[src/rtl/fsr_multi_ch_ctrl_if.sv]
// Tagged sample stream from the XADC wrapper into fsr_multi_ch_ctrl.
// Master drives channel tag and sample; slave (the controller) consumes them.
interface fsr_multi_ch_ctrl_if #(
    parameter int NUM_CH = 4,
    parameter int DATA_W = 12
);
    localparam int CH_W = (NUM_CH > 1) ? $clog2(NUM_CH) : 1;

    logic              sample_valid;
    logic [CH_W-1:0]   sample_ch;
    logic [DATA_W-1:0] sample_data;

    modport master (output sample_valid, output sample_ch, output sample_data);
    modport slave  (input  sample_valid, input  sample_ch, input  sample_data);
endinterface

[src/rtl/fsr_multi_ch_ctrl.sv]
// Multi-channel force-sensor controller: per-channel windowed averaging,
// debounced hysteresis press detection and speed quantisation, feeding the
// pong core's BTN_LR / Speed inputs.
// Optional macro FSR_DIR_INVERT_EN adds a dir_invert input that swaps BTN_LR.
module fsr_multi_ch_ctrl #(
    parameter int NUM_CH     = 4,
    parameter int DATA_W     = 12,
    parameter int SPEED_W    = 4,
    parameter int AVG_LOG2   = 2,
    parameter int THRESH_ON  = 1200,
    parameter int THRESH_OFF = 900,
    parameter int DEBOUNCE   = 3
) (
    input  logic                      CLK100MHZ,
    input  logic                      RST_BTN,
`ifdef FSR_DIR_INVERT_EN
    input  logic                      dir_invert,
`endif
    fsr_multi_ch_ctrl_if.slave        smp,
    output logic [NUM_CH-1:0]         press,
    output logic [NUM_CH*SPEED_W-1:0] speed,
    output logic [1:0]                BTN_LR,
    output logic [SPEED_W-1:0]        Speed,
    output logic                      out_valid
);
    localparam int CH_W  = (NUM_CH > 1) ? $clog2(NUM_CH) : 1;
    localparam int ACC_W = DATA_W + AVG_LOG2;
    localparam int CNT_W = (AVG_LOG2 > 0) ? AVG_LOG2 : 1;

    typedef enum logic {ST_RELEASED, ST_PRESSED} press_state_t;

    logic [ACC_W-1:0]   acc_q   [NUM_CH];
    logic [ACC_W-1:0]   acc_d   [NUM_CH];
    logic [CNT_W-1:0]   cnt_q   [NUM_CH];
    logic [CNT_W-1:0]   cnt_d   [NUM_CH];
    press_state_t       state_q [NUM_CH];
    press_state_t       state_d [NUM_CH];
    logic [3:0]         dcnt_q  [NUM_CH];
    logic [3:0]         dcnt_d  [NUM_CH];
    logic [SPEED_W-1:0] spd_q   [NUM_CH];
    logic [SPEED_W-1:0] spd_d   [NUM_CH];

    logic               fin_vld_q, fin_vld_d;
    logic [CH_W-1:0]    fin_ch_q, fin_ch_d;
    logic [DATA_W-1:0]  avg_q, avg_d;
    logic [1:0]         btn_lr_q, btn_lr_d;
    logic [SPEED_W-1:0] game_speed_q, game_speed_d;
    logic               out_valid_q, out_valid_d;

    logic               accept;
    logic [ACC_W-1:0]   sum;
    logic [SPEED_W-1:0] spd_raw;
    logic [1:0]         btn_raw;

    // Accept only in-range channel tags; no backpressure.
    always_comb begin
        accept = smp.sample_valid && ({1'b0, smp.sample_ch} < (CH_W+1)'(NUM_CH));
    end

    // Stage 1: accumulate; on the last sample of a window emit the average.
    always_comb begin
        acc_d     = acc_q;
        cnt_d     = cnt_q;
        fin_vld_d = 1'b0;
        fin_ch_d  = '0;
        avg_d     = '0;
        sum       = '0;
        for (int unsigned k = 0; k < NUM_CH; k++) begin
            if (accept && smp.sample_ch == CH_W'(k)) begin
                sum = acc_q[k] + ACC_W'(smp.sample_data);
                if ((AVG_LOG2 == 0) || (cnt_q[k] == '1)) begin
                    acc_d[k]  = '0;
                    cnt_d[k]  = '0;
                    fin_vld_d = 1'b1;
                    fin_ch_d  = CH_W'(k);
                    avg_d     = DATA_W'(sum >> AVG_LOG2);
                end else begin
                    acc_d[k] = sum;
                    cnt_d[k] = cnt_q[k] + 1'b1;
                end
            end
        end
    end

    // Stage 2: per-channel debounced hysteresis FSM, speed and derived outputs.
    always_comb begin
        state_d = state_q;
        dcnt_d  = dcnt_q;
        spd_d   = spd_q;
        spd_raw = avg_q[DATA_W-1 -: SPEED_W];
        for (int unsigned k = 0; k < NUM_CH; k++) begin
            if (fin_vld_q && fin_ch_q == CH_W'(k)) begin
                dcnt_d[k] = '0;
                case (state_q[k])
                    ST_RELEASED: begin
                        if (avg_q > DATA_W'(THRESH_ON)) begin
                            if (dcnt_q[k] + 4'd1 == 4'(DEBOUNCE)) state_d[k] = ST_PRESSED;
                            else                                  dcnt_d[k]  = dcnt_q[k] + 4'd1;
                        end
                    end
                    default: begin
                        if (avg_q < DATA_W'(THRESH_OFF)) begin
                            if (dcnt_q[k] + 4'd1 == 4'(DEBOUNCE)) state_d[k] = ST_RELEASED;
                            else                                  dcnt_d[k]  = dcnt_q[k] + 4'd1;
                        end
                    end
                endcase
                if (state_d[k] == ST_PRESSED) spd_d[k] = (spd_raw == '0) ? SPEED_W'(1) : spd_raw;
                else                          spd_d[k] = '0;
            end
        end
        // Recomputed every cycle from the next-state view so an inversion
        // toggle lands on the following edge even without a window update.
        btn_raw = {(state_d[0] == ST_PRESSED) && (state_d[1] != ST_PRESSED),
                   (state_d[1] == ST_PRESSED) && (state_d[0] != ST_PRESSED)};
        btn_lr_d = btn_raw;
`ifdef FSR_DIR_INVERT_EN
        if (dir_invert) btn_lr_d = {btn_raw[0], btn_raw[1]};
`endif
        game_speed_d = (spd_d[0] > spd_d[1]) ? spd_d[0] : spd_d[1];
        out_valid_d  = fin_vld_q;
    end

    // State registers with synchronous reset.
    always_ff @(posedge CLK100MHZ) begin
        if (RST_BTN) begin
            for (int unsigned k = 0; k < NUM_CH; k++) begin
                acc_q[k]   <= '0;
                cnt_q[k]   <= '0;
                state_q[k] <= ST_RELEASED;
                dcnt_q[k]  <= '0;
                spd_q[k]   <= '0;
            end
            fin_vld_q    <= 1'b0;
            fin_ch_q     <= '0;
            avg_q        <= '0;
            btn_lr_q     <= '0;
            game_speed_q <= '0;
            out_valid_q  <= 1'b0;
        end else begin
            acc_q        <= acc_d;
            cnt_q        <= cnt_d;
            state_q      <= state_d;
            dcnt_q       <= dcnt_d;
            spd_q        <= spd_d;
            fin_vld_q    <= fin_vld_d;
            fin_ch_q     <= fin_ch_d;
            avg_q        <= avg_d;
            btn_lr_q     <= btn_lr_d;
            game_speed_q <= game_speed_d;
            out_valid_q  <= out_valid_d;
        end
    end

    // Output mapping from registered state.
    always_comb begin
        press = '0;
        speed = '0;
        for (int unsigned k = 0; k < NUM_CH; k++) begin
            press[k]                    = (state_q[k] == ST_PRESSED);
            speed[k*SPEED_W +: SPEED_W] = spd_q[k];
        end
        BTN_LR    = btn_lr_q;
        Speed     = game_speed_q;
        out_valid = out_valid_q;
    end
endmodule

[src/flat_wrapper.sv]
// flat-port wrapper written by rule: the top's interface ports become plain ports
module fsr_multi_ch_ctrl_flat 
#(
    parameter int NUM_CH     = 4,
    parameter int DATA_W     = 12,
    parameter int SPEED_W    = 4,
    parameter int AVG_LOG2   = 2,
    parameter int THRESH_ON  = 1200,
    parameter int THRESH_OFF = 900,
    parameter int DEBOUNCE   = 3
)
  (CLK100MHZ, RST_BTN, press, speed, BTN_LR, Speed, out_valid, smp_sample_valid, smp_sample_ch, smp_sample_data);
  fsr_multi_ch_ctrl_if #(.NUM_CH(NUM_CH), .DATA_W(DATA_W)) smp_i ();
  input  logic CLK100MHZ;
  input  logic RST_BTN;
  output logic [NUM_CH-1:0] press;
  output logic [NUM_CH*SPEED_W-1:0] speed;
  output logic [1:0] BTN_LR;
  output logic [SPEED_W-1:0] Speed;
  output logic out_valid;
  input wire logic [$bits(smp_i.sample_valid)-1:0] smp_sample_valid;
  input wire logic [$bits(smp_i.sample_ch)-1:0] smp_sample_ch;
  input wire logic [$bits(smp_i.sample_data)-1:0] smp_sample_data;
  assign smp_i.sample_valid = smp_sample_valid;
  assign smp_i.sample_ch = smp_sample_ch;
  assign smp_i.sample_data = smp_sample_data;
  fsr_multi_ch_ctrl #(.NUM_CH(NUM_CH), .DATA_W(DATA_W), .SPEED_W(SPEED_W), .AVG_LOG2(AVG_LOG2), .THRESH_ON(THRESH_ON), .THRESH_OFF(THRESH_OFF), .DEBOUNCE(DEBOUNCE)) u_core (.CLK100MHZ(CLK100MHZ), .RST_BTN(RST_BTN), .smp(smp_i), .press(press), .speed(speed), .BTN_LR(BTN_LR), .Speed(Speed), .out_valid(out_valid));
endmodule
[config.mk]
export PLATFORM = sky130hd
export DESIGN_NAME = fsr_multi_ch_ctrl_flat
export DESIGN_NICKNAME = d
export VERILOG_FILES = /design/src/rtl/fsr_multi_ch_ctrl_if.sv /design/src/rtl/fsr_multi_ch_ctrl.sv /design/src/flat_wrapper.sv
export SDC_FILE = /design/constraint.sdc
export NUM_CORES = 1
export LEC_CHECK = 0
export BUFFER_PORTS_ARGS = -buffer_cell sky130_fd_sc_hd__buf_2
export CORE_AREA = 8 8 122 124
export DETAILED_ROUTE_END_ITERATION = 10
export DIE_AREA = 0 0 130 132
export GPL_TIMING_DRIVEN = 0
export HOLD_SLACK_MARGIN = 0.02
export PLACE_DENSITY = 0.78
export SYNTH_ARGS = -nofsm -noshare
export SYNTH_HDL_FRONTEND = slang
export SYNTH_SLANG_ARGS = --single-unit
[constraint.sdc]
create_clock -name CLK100MHZ -period 3.8 [get_ports CLK100MHZ]
set_input_delay 0.38 -clock CLK100MHZ [delete_from_list [all_inputs] [get_ports CLK100MHZ]]
set_output_delay 0.38 -clock CLK100MHZ [all_outputs]
set_load 0.05 [all_outputs]
==> impl_metrics.csv <==
group,metric,value,unit
outcome,status,"completed",
timing,fin_crit,3.58,ns
logic_synthesis,yosysWarnings,0,
setup_path,r2r_end,"u_core.Speed[1]",
floorplanning,die_w,130,um
logic_synthesis,synth-edff-count,0,
setup_path,cp.required,4.12,ns
logic_synthesis,ys_top_cells_by_count,"128 x nor2_1, 122 x dfxtp_1, 75 x a21oi_1, 64 x ha_1, 59 x nand2_1",
worst_hold_path,hold_start,"smp_sample_ch[0]",
worst_hold_path,min_path_cells,4,
logic_synthesis,yosys.area.top_type,"dfxtp_1",
route,vias,7311,
setup_path,cp_data_arrival_time,3.89,ns
placed_design,dp_hpwl,15.1,mm
cts,cts-root-buf,"clkbuf_16",
timing,hold_viol_final,0,
logic_synthesis,synth_seq_cells,122,
placed_design,portBuffers,42,
floorplanning,initial_utilization,0.586,
cts,cts_setup_buffers,0,
cells_and_area,fin_nets,1070,
logic_synthesis,ys_seq_area_frac,0.321,
cts,clk_path_buf_depth,2,
grt,groute.usage.overall,0.247,
grt,grt_max_degree,17,
cts,cts_buffers,17,
timing,fmax,280,MHz
placed_design,globalplace.congestion,0.916,
setup_path,rrSetupSlack,0.22,ns
cts,cts_tree,"done",
cells_and_area,area_delta_synth_final,14.2,%
logic_synthesis,synth_fp_nets,1009,
worst_hold_path,hp-class,"in -> reg",
placed_design,place_area,8030,sq um
timing,maxSlewViolCount,0,
cells_and_area,antenna_cells,0,
floorplanning,rows,42,
floorplanning,core-area,13000,sq um
cts,clk_pin_slew,0.06,ns
logic_synthesis,synth_top_area_frac,0.321,
logic_synthesis,syn_inst,924,
logic_synthesis,syn_area,7600,sq um
cts,clock-sinks,122,
setup_path,r2r_start,"u_core.avg_q[0]",
route,remaining_drc_errors,0,
cells_and_area,design_area,8680,sq um
grt,grt-ovfl-total,0,
setup_path,worstSetupEndpointType,"register",
cts,clk_latency,0.43,ns
route,avgRoutedWirePerCell,17.6,um
route,drtIter0Drc,633,
timing,rsz0062_at_grt,"false",
floorplanning,pin_count,44,
cells_and_area,final_core_util,0.669,
logic_synthesis,synthMostInstantiatedCell,"nor2_1",
route,ant_nets,0,
timing,skew,0.00795,ns
route,viasPerCell,6.23,
pwr,p_per_area,403,nW/um^2
cts,h-tree-depth,4,
setup_path,ff2ff_path_depth,14,
logic_synthesis,synthDistinctLibCells,74,
grt,grt_pass1_wl,33.8,mm
grt,antenna_found_initial,0,
worst_hold_path,holdPathEnd,"u_core.cnt_q[3]",
cells_and_area,drive_gt1_frac,0.106,
timing,worst_slew_pin_slew,0.813,ns
setup_path,worst-setup-path-type,"reg -> reg",
logic_synthesis,async_reset_ff_frac,0,
timing,finalCritPeriodShare,0.941,
cts,cts_hold_buffers,0,
timing,setup_viol,0,
timing,slew_headroom,0.456,
job,drv_cap,0,
pwr,p_leak,3.53,nW
logic_synthesis,syn_area_per_cell,8.23,sq um
timing,tns,0,ns
setup_path,worstPathMaxFanout,9,
logic_synthesis,yosys-top-cells-area,"dfxtp_1 32%, ha_1 11%, nor2_1 6.3%",
floorplanning,dieArea,17200,sq um
pwr,vdd_drop_max,0.000290,V
setup_path,cp-start-kind,"register",
route,dr.pass1.iters,6,
logic_synthesis,synth_ff_type,"dfxtp_1",
route,routed_wl,20.6,mm
floorplanning,fp.dieH,132,um
cts,cts_resized,0,
grt,grt_pass1_vias,7022,
[critical path, cell delays in order (launching register included)]
cell      delay, ns
dfxtp_1        0.32
nor4_1         0.48
a21oi_1        0.16
o21ai_0        0.28
a21o_1         0.34
o31ai_1        0.12
a22oi_1        0.31
ha_1           0.31
nor2b_1        0.14
o21ai_0        0.15
nand2b_1       0.08
a21oi_1        0.15
a41o_1         0.27
nor2_1         0.07
a211oi_1       0.28
[layer usage]
metal | global-route usage | share of wire
met1 | 0.298 | 0.43
met2 | 0.400 | 0.46
met3 | 0.0417 | 0.060
met4 | 0.148 | 0.047
met5 | 0 | 0
[layout make-up]
class	instances	area, sq um
repair buffers	42	210
inverters	18	67.6
clock buffers	17	425
plain buffers	44	175
clock inverters	15	223
fillers	1096	4300
flip-flops and latches	122	2440
multi-input cells	740	4920
well taps	176	220
[report_power, final]
group	internal, W	leakage [nW]	switching (W)
sequential	0.00130	0.986	0.0000145
clock	0.00116	0.310	0.000623
combinational	0.000145	2.24	0.000248
total	0.00261	3.53	0.000885
[flip-flops by register name, indices dropped and copies added, names as in the netlist]
register / cells
u_core.press: 4
u_core.out_valid: 1
u_core.acc_q: 56
u_core.dcnt_q: 16
u_core.Speed: 4
u_core.avg_q: 12
u_core.BTN_LR: 2
u_core.fin_vld_q: 1
u_core.fin_ch_q: 2
u_core.cnt_q: 8
u_core.speed: 16
[cells in the final DEF (no fill, tap or decap), drive strengths merged, types with 18 or more instances in the layout]
cell,count
a22oi,45
a21o,18
a21oi,75
xnor2,28
ha,64
nor2,128
nand2,59
buf,51
dfxtp,122
o21ai,52
inv,20
clkbuf,52
nand3,22
nor3,29
[cell families (layout without fill, tap and decap cells)]
logic type,count (synthesis),in the layout,share of synthesized area
adders and majority gates,68,68,0.116
buffers and inverters,62,136,0.0319
and+or+nand+nor,330,330,0.212
DFF,122,122,0.321
xor gates and xnor gates,40,40,0.0461
muxes,4,4,0.00543
AOI/OAI and AO/OA,298,298,0.268
[metrics by stage]
step,hold slack (ns),setup WS [ns],cells,total power (W)
2_1_floorplan,0.440,0.919,924,0.00162
3_5_place_dp,0.456,0.393,1142,0.00173
4_1_cts,0.350,0.354,1174,0.00350
5_1_grt,0.388,0.101,1174,0.00361
6_report,0.359,0.223,1174,0.00350
3_3_place_gp,0.445,0.425,1142,0.00172
[how the worst max path moves through the flow]
stage / from / endpoint / slack [ns]
after floorplan: u_core.avg_q[4] / u_core.Speed[2] / 0.92
after global placement: u_core.avg_q[4] / u_core.Speed[1] / 0.43
after detailed placement: u_core.avg_q[4] / u_core.Speed[1] / 0.39
after CTS: u_core.avg_q[4] / u_core.Speed[1] / 0.35
after global routing: u_core.avg_q[0] / u_core.Speed[1] / 0.10
final: u_core.avg_q[0] / u_core.Speed[1] / 0.22
Note: power is estimated with default switching activity, not from simulation.
